`config.mk`:
```
export PLATFORM = sky130hd
export DESIGN_NAME = adc_captura
export DESIGN_NICKNAME = d
export VERILOG_FILES = /design/src/rtl/adc_captura.sv
export SDC_FILE = /design/constraint.sdc
export NUM_CORES = 1
export LEC_CHECK = 0
export CAP_MARGIN = 20
export CORE_ASPECT_RATIO = 0.7
export CORE_UTILIZATION = 54
export CTS_CLUSTER_DIAMETER = 50
export CTS_CLUSTER_SIZE = 20
export DETAILED_ROUTE_END_ITERATION = 6
export PLACE_DENSITY_LB_ADDON = 0.15
export SLEW_MARGIN = 40
export SYNTH_ARGS = -nofsm -noshare
export SYNTH_HDL_FRONTEND = slang
export SYNTH_SLANG_ARGS = --single-unit
```
`constraint.sdc`:
```
create_clock -name clock -period 2.3 [get_ports clock]
set_clock_uncertainty 0.15 [all_clocks]
set_input_delay 0.46 -clock clock [delete_from_list [all_inputs] [get_ports clock]]
set_output_delay 0.46 -clock clock [all_outputs]
set_load 0.02 [all_outputs]
```
`src/rtl/adc_captura.sv`:
```
// adc_captura: dual-channel 14-bit ADC conversion and serial readout.
// Waits for a start request, pulses ad_conv for CONV_TICKS pacing ticks,
// clocks 34 bits out of the ADC on adc_sck (one half-period per
// clock_enable tick), then presents both channel samples with a one-clock
// sample_valid strobe. A start that arrives while busy is dropped and
// latched in the sticky overrun flag.
module adc_captura #(
  parameter int CONV_TICKS = 1,
  parameter int DATA_W     = 14
) (
  input  logic              clock,
  input  logic              reset,
  input  logic              clock_enable,
  input  logic              start,
  input  logic              spi_miso,
  output logic              ad_conv,
  output logic              adc_sck,
  output logic              busy,
  output logic              sample_valid,
  output logic [DATA_W-1:0] ch0_data,
  output logic [DATA_W-1:0] ch1_data,
  output logic              overrun
);

  localparam int                FRAME_W   = 34;
  localparam int                TICK_W    = (CONV_TICKS > 1) ? $clog2(CONV_TICKS) : 1;
  localparam logic [TICK_W-1:0] LAST_TICK = TICK_W'(CONV_TICKS - 1);
  localparam logic [5:0]        LAST_BIT  = 6'(FRAME_W - 1);

  typedef enum logic [1:0] {
    S_IDLE,
    S_CONV,
    S_SHIFT,
    S_DONE
  } state_t;

  state_t              r_state;
  logic                r_pending;
  logic                r_busy;
  logic [TICK_W-1:0]   r_tick_cnt;
  logic [5:0]          r_bit_cnt;
  logic                r_phase;
  // The first frame bit is always discarded, so only the 33 most recent
  // bits are kept; index k still holds the bit that lands in frame bit k.
  logic [FRAME_W-2:0]  r_sr;
  logic                r_ad_conv;
  logic                r_adc_sck;
  logic                r_sample_valid;
  logic [DATA_W-1:0]   r_ch0_data;
  logic [DATA_W-1:0]   r_ch1_data;
  logic                r_overrun;

  // A request is live if one is already pending or a fresh start arrives
  // while the block is not busy (the sample_valid cycle still counts as busy).
  logic w_req;
  assign w_req = r_pending | (start & ~r_busy);

  // Frame sequencer: request capture, conversion pulse, serial shift, hand-off.
  always_ff @(posedge clock) begin
    if (reset) begin
      r_state        <= S_IDLE;
      r_pending      <= 1'b0;
      r_busy         <= 1'b0;
      r_tick_cnt     <= '0;
      r_bit_cnt      <= '0;
      r_phase        <= 1'b0;
      r_sr           <= '0;
      r_ad_conv      <= 1'b0;
      r_adc_sck      <= 1'b0;
      r_sample_valid <= 1'b0;
      r_ch0_data     <= '0;
      r_ch1_data     <= '0;
      r_overrun      <= 1'b0;
    end else begin
      // NOTE: non-blocking assignments throughout, so every branch below sees
      // the register values from before this edge; the default below makes
      // sample_valid a single-clock pulse unless DONE overrides it.
      r_sample_valid <= 1'b0;

      if (start && r_busy) begin
        r_overrun <= 1'b1;
      end

      case (r_state)
        S_IDLE: begin
          if (w_req && clock_enable) begin
            r_state    <= S_CONV;
            r_ad_conv  <= 1'b1;
            r_tick_cnt <= '0;
            r_pending  <= 1'b0;
            r_busy     <= 1'b1;
          end else begin
            // Busy drops here the clock after sample_valid unless a request waits.
            r_pending <= w_req;
            r_busy    <= w_req;
          end
        end

        S_CONV: begin
          if (clock_enable) begin
            if (r_tick_cnt == LAST_TICK) begin
              r_ad_conv <= 1'b0;
              r_state   <= S_SHIFT;
              r_bit_cnt <= '0;
              r_phase   <= 1'b0;
            end else begin
              r_tick_cnt <= r_tick_cnt + 1'b1;
            end
          end
        end

        S_SHIFT: begin
          if (clock_enable) begin
            if (!r_phase) begin
              // Rising edge of adc_sck: capture the bit the ADC presented.
              r_adc_sck <= 1'b1;
              r_sr      <= {r_sr[FRAME_W-3:0], spi_miso};
              r_phase   <= 1'b1;
            end else begin
              r_adc_sck <= 1'b0;
              r_phase   <= 1'b0;
              r_bit_cnt <= r_bit_cnt + 1'b1;
              if (r_bit_cnt == LAST_BIT) begin
                r_state <= S_DONE;
              end
            end
          end
        end

        S_DONE: begin
          r_ch0_data     <= r_sr[31:18];
          r_ch1_data     <= r_sr[15:2];
          r_sample_valid <= 1'b1;
          r_state        <= S_IDLE;
        end

        default: r_state <= S_IDLE;
      endcase
    end
  end

  assign ad_conv      = r_ad_conv;
  assign adc_sck      = r_adc_sck;
  assign busy         = r_busy;
  assign sample_valid = r_sample_valid;
  assign ch0_data     = r_ch0_data;
  assign ch1_data     = r_ch1_data;
  assign overrun      = r_overrun;

endmodule

```
## After elaboration in Yosys (flattened, before gate mapping)

Index checks and enable logic that the tools add are counted.

- Register bits: 76
- Bits of input ports: 5
- Output and inout bits: 33
- Word-level logic and storage cells: 67

- $add $sub $neg: 2
- Equality and inequality tests: 10
- Muxes and demuxes: 26
- Bitwise operators: 4
- Reductions and logical operators: 12

Operator list:

| operator | count |
|---|---|
| 6-bit two-way mux | 4 |
| 2-bit two-way mux | 6 |
| 2-bit inequality test, second input constant | 6 |
| 6-bit case mux with 2 select lines | 1 |
| 1-bit two-way mux | 11 |
| 2-bit case mux with 4 select lines | 1 |
| 4-bit AND reduction | 2 |
| 6-bit by 1-bit adder with 6-bit output, second input constant | 1 |
| 6-bit == test, second input constant | 1 |
| 1-bit case mux with 2 select lines | 3 |
| 3-bit AND reduction | 2 |
| 6-bit AND reduction | 1 |
| 5-bit AND reduction | 1 |
| 2-bit == test, second input constant | 2 |
| 2-bit nonzero test | 2 |
| 2-bit by 1-bit == test with 1-bit output, second input constant | 1 |
| 1-bit logical AND | 2 |
| 2-bit logical NOT | 1 |
| 1-bit NOT | 2 |
| 2-bit AND reduction | 1 |
| 1-bit adder, second input constant | 1 |
| 1-bit bitwise AND | 1 |
| 1-bit OR | 1 |

## Longest topological paths before layout

Gate-level depths: netlist of run 1.

- Depth after elaboration: 6
- Depth in mapped cells: 8
- Depth with buffers taken out: 6

## Worst setup path after synthesis of run 1

Ideal clock, no wire load.

- Path kind: flip-flop to flip-flop
- From: register r_state[0]
- To: register r_bit_cnt[4]
- Library setup time: 0.129 ns
- Arrival time: 1.352 ns
- Data required time: 2.021 ns
- Path slack: 0.669 ns
- Stages on the path, launching flop included: 7
- Buffers on the path: 0
- Clock period less this slack: 1.631 ns
- Path through: dfxtp_1 inv_1 ha_1 mux2_2 nand4_1 xor2_1 nor2_1

- Cells in the longest elaborated chain, start to end: 3

Ends and longest elaborated chain:

| element | line | text |
|---|---|---|
| start, declared | 37 | `state_t r_state;` |
| start signal, assigned | 61 | `r_state <= S_IDLE;` |
| start signal, assigned | 87 | `r_state <= S_CONV;` |
| start signal, assigned | 103 | `r_state <= S_SHIFT;` |
| 2-bit == test or 2-bit by 1-bit == test with 1-bit output (tied branches) | 84 | `case (r_state)` |
| 2-bit inequality test (no source line) or 2-bit nonzero test (tied branches) | - |  |
| 5-bit AND reduction (no source line) | - |  |
| end signal, assigned | 122 | `r_bit_cnt <= r_bit_cnt + 1'b1;` |
| end, declared | 41 | `logic [5:0] r_bit_cnt;` |

Parallel ways exist; a longest one is shown, timed or not.
A chain may end at the register's enable or synchronous reset.

## Worst setup path after layout of run 1

- From: register r_busy (netlist: busy)
- To: output port busy

RTL lines:

| element | line | text |
|---|---|---|
| start, declared | 39 | `logic r_busy;` |
| start signal, assigned | 95 | `r_busy <= w_req;` |
| end, declared | 18 | `output logic busy,` |

No word-level cell between the ends.

==> results of run 1 <==
==> power groups by stage <==
stage / clock network [W] / registers (W) / logic (W)
2_1_floorplan: 0 / 0.00144 / 0.000339
3_3_place_gp: 0 / 0.00142 / 0.000480
3_5_place_dp: 0 / 0.00142 / 0.000488
4_1_cts: 0.00104 / 0.00139 / 0.000490
5_1_grt: 0.00111 / 0.00140 / 0.000541
6_report: 0.00101 / 0.00139 / 0.000491
==> cell type report <==
class,count,area [um2]
timing repair buffer,44,443
fill,367,1460
tap,69,86.3
clock inverter,4,50.0
sequential,75,1500
clock buffer,11,151
multi-input combinational,218,1260
inverter,5,18.8
==> flip-flops by register name, summed over array words and instances, names as in the netlist <==
| register | cells |
|---|---|
| r_sr | 32 |
| ch0_data | 14 |
| ch1_data | 14 |
| r_bit_cnt | 6 |
| r_state | 2 |
| ad_conv | 1 |
| adc_sck | 1 |
| busy | 1 |
| overrun | 1 |
| r_pending | 1 |
| r_phase | 1 |
| sample_valid | 1 |
==> worst min-delay path by stage <==
stage                     startpoint        to  depth (start not counted)
after floorplan             r_sr[16]  r_sr[17]                          2
after global placement       r_sr[1]   r_sr[2]                          2
after detailed placement     r_sr[1]   r_sr[2]                          2
after CTS                      reset   adc_sck                          2
after global routing           reset   adc_sck                          2
final                          reset   adc_sck                          2
==> placed cells by master, fill, tap and decap left out, drive strengths merged <==
cell,synthesis,routed
a21oi,37,37
clkinv,0,1
and2,2,2
nor2,38,38
a22oi,1,1
clkinvlp,0,2
nand3,2,2
a211oi,1,1
and3,1,1
nor2b,2,2
dfxtp,75,75
nor4,1,1
inv,5,5
bufinv,0,1
ha,7,7
o21ai,3,3
o21bai,2,2
o211ai,1,1
buf,16,8
a311oi,1,1
nand2,70,70
clkdlybuf4s50,0,36
xor2,5,5
mux2,1,1
nand3b,2,2
nand4,2,2
clkbuf,3,11
nand2b,5,5
or2,1,1
mux2i,31,31
a2bb2oi,2,2
==> logic make-up after synthesis <==
family	count (synthesis)
simple gates	126
flops	75
compound gates	48
mux	32
buf+inv	24
fa+ha+maj	7
xor+xnor	5
==> metrics by stage <==
step / utilization / power (W)
2_1_floorplan: - / 0.00178
3_5_place_dp: 0.666 / 0.00191
5_1_grt: 0.707 / 0.00304
3_3_place_gp: 0.666 / 0.00190
6_report: 0.707 / 0.00289
4_1_cts: 0.707 / 0.00292
==> metal layers <==
metal / part of all wire / vias to the layer above / wire length, um
li1: - / 1108 / -
met1: 0.52 / 971 / 2640
met2: 0.42 / 42 / 2140
met3: 0.055 / 4 / 281
met4: 0.0055 / 0 / 28
met5: 0 / - / 0
==> flow_summary.json, run 1 <==
{
  "synth_xor_area_frac": 0.0152,
  "htree_levels": 3,
  "dieWidth_um": 89.4,
  "powerDensity_mw_per_mm2": 823,
  "pwr-share-clk": 0.349,
  "hpwlAfterDp_um": 3190,
  "wirelength_um": 5100,
  "diodes": 0,
  "r2r_start": "r_state[0]",
  "timing.rr.end": "r_bit_cnt[3]",
  "synth_common_cells": "dfxtp_1, nand2_1, nor2_1",
  "grt_max_degree": 46,
  "gr-usage-met3": 0.0826,
  "final_cells": 426,
  "finalWeightedCongestion": 0.784,
  "cts_tree": "done",
  "hold_class": "primary input to flop",
  "synthSimpleGateAreaFrac": 0.183,
  "clk_latency_ns": 0.34,
  "crit_buf_inv": 1,
  "fin_ws_ns": 0.370,
  "rsz0062_at_grt": "no",
  "start_kind": "flop",
  "cts-root-buf": "clkbuf_8",
  "dp.cells": 411,
  "synth-edff-count": 0,
  "grt-busiest-layer": "met2",
  "critPathLaunch": "busy",
  "p_sw_frac": 0.270,
  "finalCriticalPeriod_ns": 1.93,
  "antenna_found_initial": 0,
  "pre_cts_slack_ns": 0.0357,
  "clockBufferDepth": 2,
  "placed_cell_area_mm2": 0.00331,
  "synthMuxAreaShare": 0.111,
  "syn_area_per_cell_um2": 9.10,
  "seq_area_frac_synth": 0.520,
  "cp-end-kind": "output pin",
  "rrSetupSlack_ns": 0.53,
  "synth_top_cell_by_area": "dfxtp_1",
  "path_depth": 1,
  "p_int_w": 0.00211,
  "syn_to_final_growth_pct": 21.6,
  "synth_compound_area_frac": 0.0950,
  "use_met2": 0.291,
  "fin_tns_setup_ns": 0,
  "nets": 365,
  "min_period_over_period": 0.839,
  "setup_violations": 0,
  "postRouteAntennaNets": 0,
  "combPwrFrac": 0.170,
  "io_pins": 38,
  "ctsResizeCount": 0,
  "clk_pin_slew_ns": 0.07,
  "via_per_inst": 4.99,
  "grt_pass1_wl_um": 8600,
  "net-switching-power_w": 0.000781,
  "slew_headroom": 0.681,
  "port_buffers": 37,
  "worstSetupPathType": "flop to output pin",
  "synth_cells": 317,
  "power.leakage_nw": 1.19,
  "fp-row-count": 21,
  "grt_usage": 0.201,
  "ys_types": 34,
  "grt_pass1_vias": 1931,
  "ys_ff_latch": 75,
  "hold_ws_ns": 0.229,
  "syn-cell-area_mm2": 0.00289,
  "vias": 2125,
  "synth_most_common_cell": "dfxtp_1",
  "grt-ovfl-total": 0,
  "die_area_mm2": 0.00564,
  "seqPwrFrac": 0.481,
  "tightestPinTransition_ns": 0.479,
  "cts_post_setup_buffers_inserted": 0,
  "drt-pass1-iter-count": 4,
  "cts_buffers": 9,
  "synth_nets": 329,
  "fmax_mhz": 518,
  "drc": 0,
  "path_max_fanout": 4,
  "crit_chain": "clkdlybuf4s50_1",
  "drt_iter0_drc": 105,
  "wire_per_inst_um": 12.0,
  "synth-main-ff-cell": "dfxtp_1",
  "async_flop_share": 0,
  "critPathMaxStageDelay_ns": 0.61,
  "reg2reg_depth": 6,
  "hold_viol_final": 0,
  "drive_gt1_frac": 0.0840,
  "ys_top_cells_by_area": "dfxtp_1, mux2i_1, nand2_1, a21oi_1, nor2_1",
  "cap_viol_max_count": 0,
  "crit_slowest_cell": "clkdlybuf4s50_1",
  "synth_top_family_by_area": "simple AND/OR/NAND/NOR gates",
  "synth_top_area_frac": 0.520,
  "met1_usage": 0.264,
  "cp.arrival_ns": 1.32,
  "synth-adder-area-share": 0.0304,
  "start_util": 0.581,
  "status": "complete, no violations",
  "stdcell_area_mm2": 0.00351,
  "peakVddDrop_mv": 0.548,
  "endpoint": "busy",
  "holdBufCountCts": 0,
  "critical_path.top_delay_family": "buffers and inverters",
  "die_height_um": 63.2,
  "cts_sinks": 75,
  "slew_violations": 0,
  "cp.required_ns": 1.69,
  "yosys_warnings": 0,
  "core-area_mm2": 0.00497
}
Note: power is estimated with default switching activity, not from simulation.
==> run 2: changes to the inputs <==
CORE_UTILIZATION = 49   (was 54)
clock period = 1.7 ns   (was 2.3 ns; I/O delays follow)
==> run 2 against run 1 <==
Die area rose by 9.9%. Critical path depth up 5. Cell count grew 2.3%. Sequential power rose by 35%. Clock power is 47% higher. Critical endpoint is now r_state[0]. Largest cell class unchanged. Largest power group unchanged. Highest routed layer unchanged.
==> flow_summary.json, run 2 (synthesis gave the netlist of run 1 again) <==
{
  "antenna_found_initial": 0,
  "start_kind": "primary input",
  "clk_pin_slew_ns": 0.07,
  "drt_iter0_drc": 92,
  "drt-pass1-iter-count": 4,
  "gr-usage-met3": 0.0793,
  "final_common_cell": "dfxtp_1",
  "fin_ws_ns": 0.0869,
  "power.leakage_nw": 1.40,
  "cp.required_ns": 1.82,
  "finalCriticalPeriod_ns": 1.61,
  "critPathMaxStageDelay_ns": 0.46,
  "clk_latency_ns": 0.34,
  "grt_pass1_vias": 1979,
  "cts_buffers": 9,
  "peakVddDrop_mv": 0.590,
  "drc": 0,
  "crit_chain": "clkdlybuf4s50_1 -> buf_4 -> nand2_1 -> nor4_2 -> a2bb2oi_2 -> mux2i_1",
  "powerDensity_mw_per_mm2": 1140,
  "grt_pass1_wl_um": 8910,
  "io_pins": 38,
  "cp-end-kind": "flop",
  "grt_max_degree": 41,
  "hold_viol_final": 0,
  "setup_violations": 0,
  "diodes": 0,
  "syn_to_final_growth_pct": 23.9,
  "die_height_um": 66.2,
  "hold_class": "primary input to flop",
  "status": "complete, no violations",
  "postRouteAntennaNets": 0,
  "met1_usage": 0.235,
  "final_util": 0.656,
  "core-area_mm2": 0.00545,
  "slew_headroom": 0.764,
  "cap_viol_max_count": 0,
  "start_util": 0.529,
  "wirelength_um": 5250,
  "use_met2": 0.297,
  "fillers": 483,
  "port_buffers": 37,
  "crit_slowest_cell": "clkdlybuf4s50_1",
  "drive_gt1_frac": 0.107,
  "hold_ws_ns": 0.204,
  "cp.arrival_ns": 1.73,
  "vias": 2166,
  "min_period_over_period": 0.949,
  "wire_per_inst_um": 12.0,
  "worstSetupPathType": "primary input to flop",
  "grt-ovfl-total": 0,
  "final_cell_mix": "dfxtp_1, nand2_1, nor2_1, a21oi_1, dlygate4sd2_1",
  "cts_sinks": 75,
  "slew_violations": 0,
  "path_max_fanout": 13,
  "grt-busiest-layer": "met2",
  "tightestPinTransition_ns": 0.351,
  "fmax_mhz": 620,
  "dieWidth_um": 93.7,
  "cts_tree": "done",
  "cts-root-buf": "clkbuf_8",
  "nets": 372,
  "holdBufCountCts": 0,
  "htree_levels": 3,
  "grt_usage": 0.190,
  "top_register": "r_sr",
  "cts_post_setup_buffers_inserted": 0,
  "hpwlAfterDp_um": 3280,
  "clockBufferDepth": 2,
  "die_area_mm2": 0.00620,
  "finalWeightedCongestion": 0.790,
  "rsz0062_at_grt": "no",
  "via_per_inst": 4.97,
  "pre_cts_slack_ns": -0.266,
  "fp-row-count": 22,
  "largest_reg_flops": 32
}
==> run 2: changes by cell type in the layout (fill, tap and decap cells not counted), sizes merged <==
cell	change
clkinv	-1
buf	+7
bufinv	+1
clkdlybuf4s50	-33
dlygate4sd2	+33
==> run 2: stage by stage <==
stage	instance area [um2]	setup TNS [ns]	std cells	power (W)
floorplan	2890	0	317	0.00241
global placement	3390	-7.06	421	0.00263
detailed placement	3390	-7.28	421	0.00264
CTS	3570	0	436	0.00412
global route	3570	0	436	0.00428
finish	3570	0	436	0.00407
==> run 2: area by class of cell <==
type / instances / area (um2) / share of cell area
clock inverter: 4 / 75.1 / 0.0210
multi-input combinational: 218 / 1270 / 0.355
timing repair buffer: 51 / 479 / 0.134
inverter: 5 / 18.8 / 0.00525
clock buffer: 11 / 141 / 0.0396
sequential: 75 / 1500 / 0.420
tap: 72 / 90.1 / 0.0252
==> run 2: worst paths after layout <==
| kind | from | end | slack, ns | cells after the start |
|---|---|---|---|---|
| min reg2reg | r_sr[16] | r_sr[17] | 0.30 | 2 |
| max | clock_enable | r_state[0] | 0.09 | 6 |
| min | reset | r_phase | 0.20 | 2 |
| max reg2reg | r_state[0] | r_bit_cnt[4] | 0.13 | 6 |
==> run 2: repair_timing <==
action / in CTS / in global routing
setup endpoints to repair: 38 / 5
gates resized for setup: 35 / 2
gates cloned: 0 / 0
==> run 2: per-layer routing <==
metal	vias to the layer above	routed length, um
li1	1125	-
met1	991	2670
met2	46	2250
met3	4	285
met4	0	41
met5	-	0
==> run 2: where the power goes <==
group          total, W  switching (W)  internal (W)
sequential      0.00188      0.0000559       0.00182
clock           0.00148       0.000618      0.000859
combinational  0.000716       0.000399      0.000317
total           0.00407        0.00107       0.00300
==> run 2: critical path: cells and delay by family <==
kind | cells | cell delay [ns]
buffers and inverters | 2 | 0.64
AOI/OAI and AO/OA | 1 | 0.22
muxes | 1 | 0.21
and+or+nand+nor | 2 | 0.32
